===== src/rtl/cyc_compare_seq.sv =====
// Sequential multi-pair RO count comparator: captures every pair on start, then
// resolves one pair per clock into a response bit and an instability flag.
module cyc_compare_seq #(
  parameter int CNT_W   = 16,
  parameter int N_PAIRS = 8,
  parameter int MARGIN  = 2
) (
  input  logic                           clk,
  input  logic                           reset,
  input  logic                           start,
  input  logic [N_PAIRS*CNT_W-1:0]       count0,
  input  logic [N_PAIRS*CNT_W-1:0]       count1,
  output logic                           busy,
  output logic                           done,
  output logic [N_PAIRS-1:0]             resp,
  output logic [N_PAIRS-1:0]             unstable,
  output logic [$clog2(N_PAIRS+1)-1:0]   n_unstable
);

  localparam int IDX_W  = (N_PAIRS > 1) ? $clog2(N_PAIRS) : 1;
  localparam int CNT_NW = $clog2(N_PAIRS + 1);
  localparam logic [IDX_W-1:0] LAST_IDX   = IDX_W'(N_PAIRS - 1);
  localparam logic [CNT_W:0]   MARGIN_EXT = (CNT_W + 1)'(MARGIN);

  typedef enum logic {IDLE, COMPARE} state_t;

  state_t              state_q, state_d;
  logic [IDX_W-1:0]    pairIdx_q, pairIdx_d;
  logic                busy_q, busy_d;
  logic                done_q, done_d;
  logic [N_PAIRS-1:0]  resp_q, resp_d;
  logic [N_PAIRS-1:0]  unst_q, unst_d;
  logic [CNT_NW-1:0]   nUnst_q, nUnst_d;
  logic [CNT_W-1:0]    cap0_q [N_PAIRS];
  logic [CNT_W-1:0]    cap1_q [N_PAIRS];
  logic                captureEn;

  logic [CNT_W-1:0]    curA, curB;
  logic [CNT_W:0]      absDiff;
  logic                pairGt, pairUnst;

  always_ff @(posedge clk or negedge reset) begin
    if (!reset) state_q <= IDLE;
    else        state_q <= state_d;
  end

  always_comb begin
    state_d = state_q;
    case (state_q)
      IDLE:    if (start) state_d = COMPARE;
      COMPARE: if (pairIdx_q == LAST_IDX) state_d = IDLE;
      default: state_d = IDLE;
    endcase
  end

  // One extra bit on the difference keeps full-scale pairs from wrapping.
  always_comb begin
    curA     = cap0_q[pairIdx_q];
    curB     = cap1_q[pairIdx_q];
    pairGt   = curA > curB;
    absDiff  = pairGt ? ({1'b0, curA} - {1'b0, curB}) : ({1'b0, curB} - {1'b0, curA});
    pairUnst = absDiff <= MARGIN_EXT;
  end

  always_comb begin
    captureEn = 1'b0;
    pairIdx_d = pairIdx_q;
    busy_d    = busy_q;
    done_d    = 1'b0;
    resp_d    = resp_q;
    unst_d    = unst_q;
    nUnst_d   = nUnst_q;
    case (state_q)
      IDLE: begin
        if (start) begin
          captureEn = 1'b1;
          pairIdx_d = '0;
          busy_d    = 1'b1;
          resp_d    = '0;
          unst_d    = '0;
          nUnst_d   = '0;
        end
      end
      COMPARE: begin
        resp_d[pairIdx_q] = pairGt;
        unst_d[pairIdx_q] = pairUnst;
        nUnst_d   = nUnst_q + CNT_NW'(pairUnst);
        pairIdx_d = pairIdx_q + IDX_W'(1);
        if (pairIdx_q == LAST_IDX) begin
          pairIdx_d = '0;
          busy_d    = 1'b0;
          done_d    = 1'b1;
        end
      end
      default: ;
    endcase
  end

  always_ff @(posedge clk or negedge reset) begin
    if (!reset) begin
      pairIdx_q <= '0;
      busy_q    <= 1'b0;
      done_q    <= 1'b0;
      resp_q    <= '0;
      unst_q    <= '0;
      nUnst_q   <= '0;
      for (int i = 0; i < N_PAIRS; i++) begin
        cap0_q[i] <= '0;
        cap1_q[i] <= '0;
      end
    end else begin
      pairIdx_q <= pairIdx_d;
      busy_q    <= busy_d;
      done_q    <= done_d;
      resp_q    <= resp_d;
      unst_q    <= unst_d;
      nUnst_q   <= nUnst_d;
      if (captureEn) begin
        for (int i = 0; i < N_PAIRS; i++) begin
          cap0_q[i] <= count0[i*CNT_W +: CNT_W];
          cap1_q[i] <= count1[i*CNT_W +: CNT_W];
        end
      end
    end
  end

  assign busy       = busy_q;
  assign done       = done_q;
  assign resp       = resp_q;
  assign unstable   = unst_q;
  assign n_unstable = nUnst_q;

endmodule


===== config.mk =====
export PLATFORM = sky130hd
export DESIGN_NAME = cyc_compare_seq
export DESIGN_NICKNAME = d
export VERILOG_FILES = /design/src/rtl/cyc_compare_seq.sv
export SDC_FILE = /design/constraint.sdc
export NUM_CORES = 1
export LEC_CHECK = 0
export ABC_CLOCK_PERIOD_IN_PS = 4800
export CORE_MARGIN = 2
export CORE_UTILIZATION = 48
export DETAILED_ROUTE_END_ITERATION = 16
export GPL_TIMING_DRIVEN = 0
export PLACE_DENSITY = 0.88
export SLEW_MARGIN = 20
export SYNTH_ARGS = -nofsm -noshare
export SYNTH_HDL_FRONTEND = slang
export SYNTH_SLANG_ARGS = --single-unit

===== constraint.sdc =====
create_clock -name clk -period 4.8 [get_ports clk]
set_input_delay 0.72 -clock clk [delete_from_list [all_inputs] [get_ports clk]]
set_output_delay 0.72 -clock clk [all_outputs]
set_load 0.1 [all_outputs]

=== Yosys cells after proc, flatten, opt, wreduce, memory -nomap -nowiden ===
Cells that the tools add are included.

* Flip-flop bits (word level): 282
* Input port bits: 259
* Output and inout bits: 22

* $add $sub $neg: 4
* Magnitude comparators: 5
* Equal/unequal tests: 3
* Mux-type cells: 28
* Bitwise logic cells: 2
* Reduce and logical (&&, ||, !) cells: 2

{| class="wikitable"
|+ Operator list
! kind !! number
|-
| 16-bit binary-select mux with 3-bit select || 2
|-
| 16-bit 2-to-1 mux || 4
|-
| 16-bit by 16-bit subtractor with 17-bit output || 2
|-
| 8-bit one-hot mux with 2 select lines || 2
|-
| 17-bit by 2-bit less-or-equal comparator with 1-bit output, second input constant || 1
|-
| 17-bit 2-to-1 mux || 1
|-
| 8-bit bitwise mux || 2
|-
| 16-bit greater-than comparator || 1
|-
| 1-bit 2-to-1 mux || 8
|-
| 8-bit 2-to-1 mux || 1
|-
| 4-bit one-hot mux with 2 select lines || 1
|-
| 3-bit 2-to-1 mux || 2
|-
| 3-bit one-hot mux with 2 select lines || 1
|-
| 4-bit by 1-bit adder with 4-bit output || 1
|-
| 4-bit >= comparator, second input constant || 1
|-
| 3-bit by 4-bit < comparator with 1-bit output, second input constant || 1
|-
| 4-bit 2-to-1 mux || 1
|-
| 3-bit inverter with 4-bit output || 1
|-
| 1-bit one-hot mux with 2 select lines || 2
|-
| 3-bit by 1-bit adder with 3-bit output, second input constant || 1
|-
| 1-bit demux with 3-bit select || 1
|-
| 3-bit equality test, second input constant || 1
|-
| 3-bit by 1-bit >= comparator with 1-bit output, second input constant || 1
|-
| 2-bit by 1-bit != test with 1-bit output, second input constant || 1
|-
| 4 further kinds || 4
|}

=== Depth between registers and ports, before layout ===
* Depth after elaboration: 9
* Mapped depth: 25

=== Worst setup path after synthesis ===
No wires, ideal clock.

* Path kind: reg-to-reg
* From: reg pairIdx_q[0]
* To: reg nUnst_q[3] (netlist: n_unstable[3])
* Setup time: 0.122 ns
* Arrival: 5.287 ns
* Data required time: 4.678 ns
* Slack: -0.609 ns
* Cell stages (with the launch flop): 24
* Path buffers: 4
* Clock period less this slack: 5.409 ns
* Cells stage by stage: dfrtp_1 clkbuf_1 clkbuf_1 buf_1 buf_1 mux2i_1 nor2_1 nor3_1 ha_1 inv_1 fa_1 a21o_1 a221oi_2 a21oi_2 mux2i_1 o221ai_1 or3_1 a2111oi_4 nand4_4 inv_1 ha_1 nand3_1 xnor2_1 a22o_1

* Word-level cells in the longest chain between the ends: 9
* Elaborated cells between the ends (all ways): 14
* Classes of those cells: 3 x add/sub; 2 x order compare; 8 x mux; 1 x bitwise

{| class="wikitable"
|+ Ends and longest elaborated chain
! item !! line !! text
|-
| from (decl) || 28 || <nowiki>logic [IDX_W-1:0] pairIdx_q, pairIdx_d;</nowiki>
|-
| from (signal assigned) || 112 || <nowiki>pairIdx_q <= pairIdx_d;</nowiki>
|-
| 3-bit inverter with 4-bit output (not written as such) * || 58, 59 ||
|-
| 16-bit binary-select mux with 3-bit select (on tied branches) || 59, 58 ||
|-
| 16-bit 2-to-1 mux (on tied branches) (2 in series) || 59, 58 ||
|-
| 16-bit by 16-bit subtractor with 17-bit output or 16-bit greater-than comparator (tied branches) || 61, 60 ||
|-
| 17-bit 2-to-1 mux * || 61 || <nowiki>absDiff = pairGt ? ({1'b0, curA} - {1'b0, curB}) : ({1'b0, curB} - {1'b0, curA});</nowiki>
|-
| 17-bit by 2-bit less-or-equal comparator with 1-bit output * || 62 || <nowiki>pairUnst = absDiff <= MARGIN_EXT;</nowiki>
|-
| 4-bit by 1-bit adder with 4-bit output * || 87 || <nowiki>nUnst_d = nUnst_q + CNT_NW'(pairUnst);</nowiki>
|-
| 4-bit one-hot mux with 2 select lines * || 73 || <nowiki>case (state_q)</nowiki>
|-
| to (signal assigned) || 117 || <nowiki>nUnst_q <= nUnst_d;</nowiki>
|-
| to (decl) || 33 || <nowiki>logic [CNT_NW-1:0] nUnst_q, nUnst_d;</nowiki>
|}

Mark *: on every way between the ends. The rest lies on a longest branch, timed or not. The select of a mux whose other input is x is not followed.
A chain may end at the register's enable or synchronous reset.

=== Final worst setup path ===
Ends and elaborated chain as after synthesis.

==> implementation parameters <==
Parameter                              Value

Finish
  Ratio of cells with drive above 1 in the final layout    0.130
  Post-layout net count    around 2500
  Count of placed standard cells in the final layout, fillers left out    2599
  Share of the core filled with cells    0.667
  Count of antenna diodes in the layout    0
  Layout fillers    about 2300
  Area growth from synthesis to final layout    37.4%

Critical path
  Reg-to-Reg Start    pairIdx_q[0]
  Largest fanout of any net on the critical path    10
  Crit path DAT    5.48 ns
  Critical Path End Type    register
  Kind of critical path    reg -> reg
  Worst setup startpoint    pairIdx_q[0]
  Critical path launch point type    register
  Endpoint required time on the critical path    5.25 ns

Routing
  DR vias/cell    5.68
  Detailed-route wire length per cell    20.9 µm
  Post-route ant nets    0
  Total wire length after detailed routing    54400 µm
  Starting DRT DRC Count    1656
  DR vias    14800
  Detailed-router iteration count before antenna repair    6
  Number of DRC violations after detailed routing    0

Synth
  Number of synthesized register bits    282
  Yosys warning total    0
  Syn Std Cell Area    0.0148 mm²
  Count of mapped cells out of synthesis    approximately 1800
  Most area-hungry cell type in the Yosys netlist    sky130_fd_sc_hd__dfrtp_1
  Fraction of post-synthesis cell area in the top cell type by area    0.476
  Number of enable flip-flop cells after synthesis    0
  Number of different library cells in the post-synthesis netlist    75
  Top area cells in the synthesized netlist    sky130_fd_sc_hd__dfrtp_1, sky130_fd_sc_hd__nand2_1, sky130_fd_sc_hd__mux2i_1
  Post-Synthesis Mean Instance Area    8.12 µm²
  Synthesized Nets    2121
  Post-synth ARST share    1.00
  Sequential fraction of the synthesis area    0.476
  Dominant synthesized flop cell    sky130_fd_sc_hd__dfrtp_1

Placed design
  HPWL reported at the end of detailed placement    40800 µm
  I/O Buffers    280
  Gp weighted congestion    just under 1
  Number of placed cells counting well taps    2502

Clock tree
  Clock tree from TritonCTS    done
  CTS Root Buffer Type    sky130_fd_sc_hd__clkbuf_16
  Clock transition time at the flip-flop clock pins of the worst setup and hold paths    0.06 ns
  CTS Buffer Depth    3
  Clock latency of the later-clocked register in the worst-skew pair    between 0.5 and 0.6 ns
  Inserted Clock Buffers    29
  Level count of the clock H-tree    1
  Clock Sink Count    between 200 and 300

Timing
  Actual slew at the worst max-slew pin    0.998 ns
  Worst Slack Setup Final    -0.223 ns
  Pins Over Slew Limit    0
  Post-layout min period    between 5 and 6 ns
  Final Skew    a little over 0.02 ns
  Achievable clock frequency    199 MHz
  Final count of negative-setup-slack endpoints    4
  Final hold vios    0
  Worst hold slack    approximately 0.13 ns
  Setup repair after global routing missed its margin    true
  Worst relative slew slack    0.335
  Period utilization    1.05
  Setup TNS    -0.704 ns

Worst hold path
  Classification of the worst-slack hold path    in -> async

Global routing
  GRT Total Usage    0.328
  Wire length of the first global-routing pass    a little over 80000 µm
  Via count of the first global-routing pass    14800
  Number of antenna violations at the first check in global routing    0
  Total overflow reported by the global router    0
  Largest net degree at the start of global routing    ~110

Floorplanning
  I/O pin cnt    281
  Height of the chip    180 µm
  Floorplan die area    ~0.032 mm²
  Core area    between 0.03 and 0.04 mm²
  Initial core utilization    0.485
  Chip width    180 µm
  Cell Rows    64

Run
  Max-cap violations    0

Outcome
  Violations in the final reports    setup timing
  Result of the run    finished with violations
==> timing repair <==
item                       CTS  global route
pin swaps                   39            31
cloned                       2             0
resized for setup          160            24
setup endpoints to repair   15            12
buffers inserted            29            16
hold buffers                 0             0
==> layout make-up <==
| type | instances | area, µm² | share of cell area |
|---|---|---|---|
| clock buffer | 37 | 796 | 0.0391 |
| clock inverter | 16 | 228 | 0.0112 |
| sequential | 282 | 7060 | 0.347 |
| tap | 396 | 495 | 0.0243 |
| multi-input combinational | 1385 | 7630 | 0.375 |
| buffer | 110 | 706 | 0.0347 |
| inverter | 44 | 165 | 0.00812 |
| timing repair buffer | 329 | 3260 | 0.160 |
==> stage by stage <==
step / instance area [µm²] / setup WS, ns
after floorplan: 14800 / 0.0442
after global routing: 20300 / -0.411
after global placement: 18100 / -8.51
after detailed placement: 18200 / -1.37
final: 20300 / -0.223
after CTS: 20100 / -0.0776
==> flip-flops by register name (all words and copies together) (netlist names) <==
register	flops
busy	1
cap0_q	128
cap1_q	128
done	1
n_unstable	4
pairIdx_q	3
resp	8
state_q	1
unstable	8
==> path summary, 6_finish.rpt <==
| path | to | slack, ns | cells after the start |
|---|---|---|---|
| max in group asynchronous | cap1_q[81] | 3.23 | 3 |
| setup reg to reg | n_unstable[3] | -0.22 | 23 |
| min in group clk | cap1_q[81] | 0.48 | 2 |
| hold / removal | n_unstable[3] | 0.13 | 1 |
| hold reg to reg | cap1_q[81] | 0.48 | 2 |
| setup / recovery | n_unstable[3] | -0.22 | 23 |
==> synthesized netlist by cell type, types with 3 or more instances <==
master and number:
sky130_fd_sc_hd__a22o_1 4, sky130_fd_sc_hd__o21a_1 5, sky130_fd_sc_hd__nor2b_1 7, sky130_fd_sc_hd__buf_2 13
sky130_fd_sc_hd__or4_1 3, sky130_fd_sc_hd__nor3_1 35, sky130_fd_sc_hd__xor2_1 4, sky130_fd_sc_hd__clkbuf_1 72
sky130_fd_sc_hd__xnor2_1 8, sky130_fd_sc_hd__buf_1 21, sky130_fd_sc_hd__o21ai_1 9, sky130_fd_sc_hd__or3_1 6
sky130_fd_sc_hd__ha_1 36, sky130_fd_sc_hd__o221ai_1 6, sky130_fd_sc_hd__nand2b_1 6, sky130_fd_sc_hd__a21o_1 3
sky130_fd_sc_hd__and2_1 5, sky130_fd_sc_hd__a21oi_1 65, sky130_fd_sc_hd__inv_1 44, sky130_fd_sc_hd__nand2_1 787
sky130_fd_sc_hd__buf_4 4, sky130_fd_sc_hd__o211ai_1 5, sky130_fd_sc_hd__mux2_2 31, sky130_fd_sc_hd__nand3_1 29
sky130_fd_sc_hd__a21boi_0 5, sky130_fd_sc_hd__o21ai_0 26, sky130_fd_sc_hd__and3_1 3, sky130_fd_sc_hd__nor2_1 141
sky130_fd_sc_hd__dfrtp_1 282, sky130_fd_sc_hd__a22oi_1 31, sky130_fd_sc_hd__nor4_1 3, sky130_fd_sc_hd__mux2i_1 65
sky130_fd_sc_hd__nand4_1 9
==> routing by layer <==
metal / part of all wire / GRT usage / wire length, µm / vias to the layer above
met4: 0.058 / 0.164 / 3170 / 0
met5: 0 / 0 / 0 / -
met2: 0.47 / 0.544 / 25800 / 862
met3: 0.089 / 0.0498 / 4850 / 189
li1: - / - / - / 6652
met1: 0.38 / 0.421 / 20600 / 7072
==> worst max-delay path: stages, from the launching register on <==
cell and delay, ns:
sky130_fd_sc_hd__dfrtp_2 0.45, sky130_fd_sc_hd__buf_12 0.14, sky130_fd_sc_hd__clkbuf_16 0.17, sky130_fd_sc_hd__mux2i_2 0.22
sky130_fd_sc_hd__nor2_1 0.07, sky130_fd_sc_hd__a21oi_1 0.22, sky130_fd_sc_hd__nor2_1 0.11, sky130_fd_sc_hd__nor3_2 0.28
sky130_fd_sc_hd__ha_2 0.23, sky130_fd_sc_hd__inv_1 0.06, sky130_fd_sc_hd__fa_2 0.41, sky130_fd_sc_hd__a21o_2 0.23
sky130_fd_sc_hd__a221oi_4 0.27, sky130_fd_sc_hd__o21a_2 0.19, sky130_fd_sc_hd__a21oi_1 0.09, sky130_fd_sc_hd__a2111oi_2 0.30
sky130_fd_sc_hd__o211ai_1 0.23, sky130_fd_sc_hd__a2111oi_4 0.40, sky130_fd_sc_hd__nand4_4 0.18, sky130_fd_sc_hd__inv_2 0.11
sky130_fd_sc_hd__ha_4 0.15, sky130_fd_sc_hd__nand3_2 0.09, sky130_fd_sc_hd__xnor2_1 0.14, sky130_fd_sc_hd__a22o_1 0.17
==> logic make-up (layout without fill, tap and decap cells) <==
| family | after synthesis | count (layout) | share of synthesized area |
|---|---|---|---|
| multiplexers | 98 | 98 | 0.0705 |
| adder cells (fa/ha/maj) | 38 | 38 | 0.0331 |
| AO/OA/AOI/OAI | 189 | 189 | 0.0858 |
| flip-flops | 282 | 282 | 0.476 |
| AND/OR/NAND/NOR | 1048 | 1048 | 0.284 |
| buffers and inverters | 157 | 536 | 0.0430 |
| XOR/XNOR | 12 | 12 | 0.00710 |
==> placed cells by master (no fill, tap or decap), types with 32 or more instances in the layout <==
master                            Yosys  routed
sky130_fd_sc_hd__mux2i_1             65      52
sky130_fd_sc_hd__clkdlybuf4s50_1      0     279
sky130_fd_sc_hd__buf_4                4      49
sky130_fd_sc_hd__inv_1               44      42
sky130_fd_sc_hd__clkbuf_16            0      32
sky130_fd_sc_hd__nand2_1            787     787
sky130_fd_sc_hd__nor2_1             141     135
sky130_fd_sc_hd__dfrtp_1            282     279
sky130_fd_sc_hd__a21oi_1             65      50
sky130_fd_sc_hd__clkbuf_1            72      57
Power is left out: the tool's default activity adds up to more than one toggle a clock period on the data nets, which glitch-free logic cannot reach.
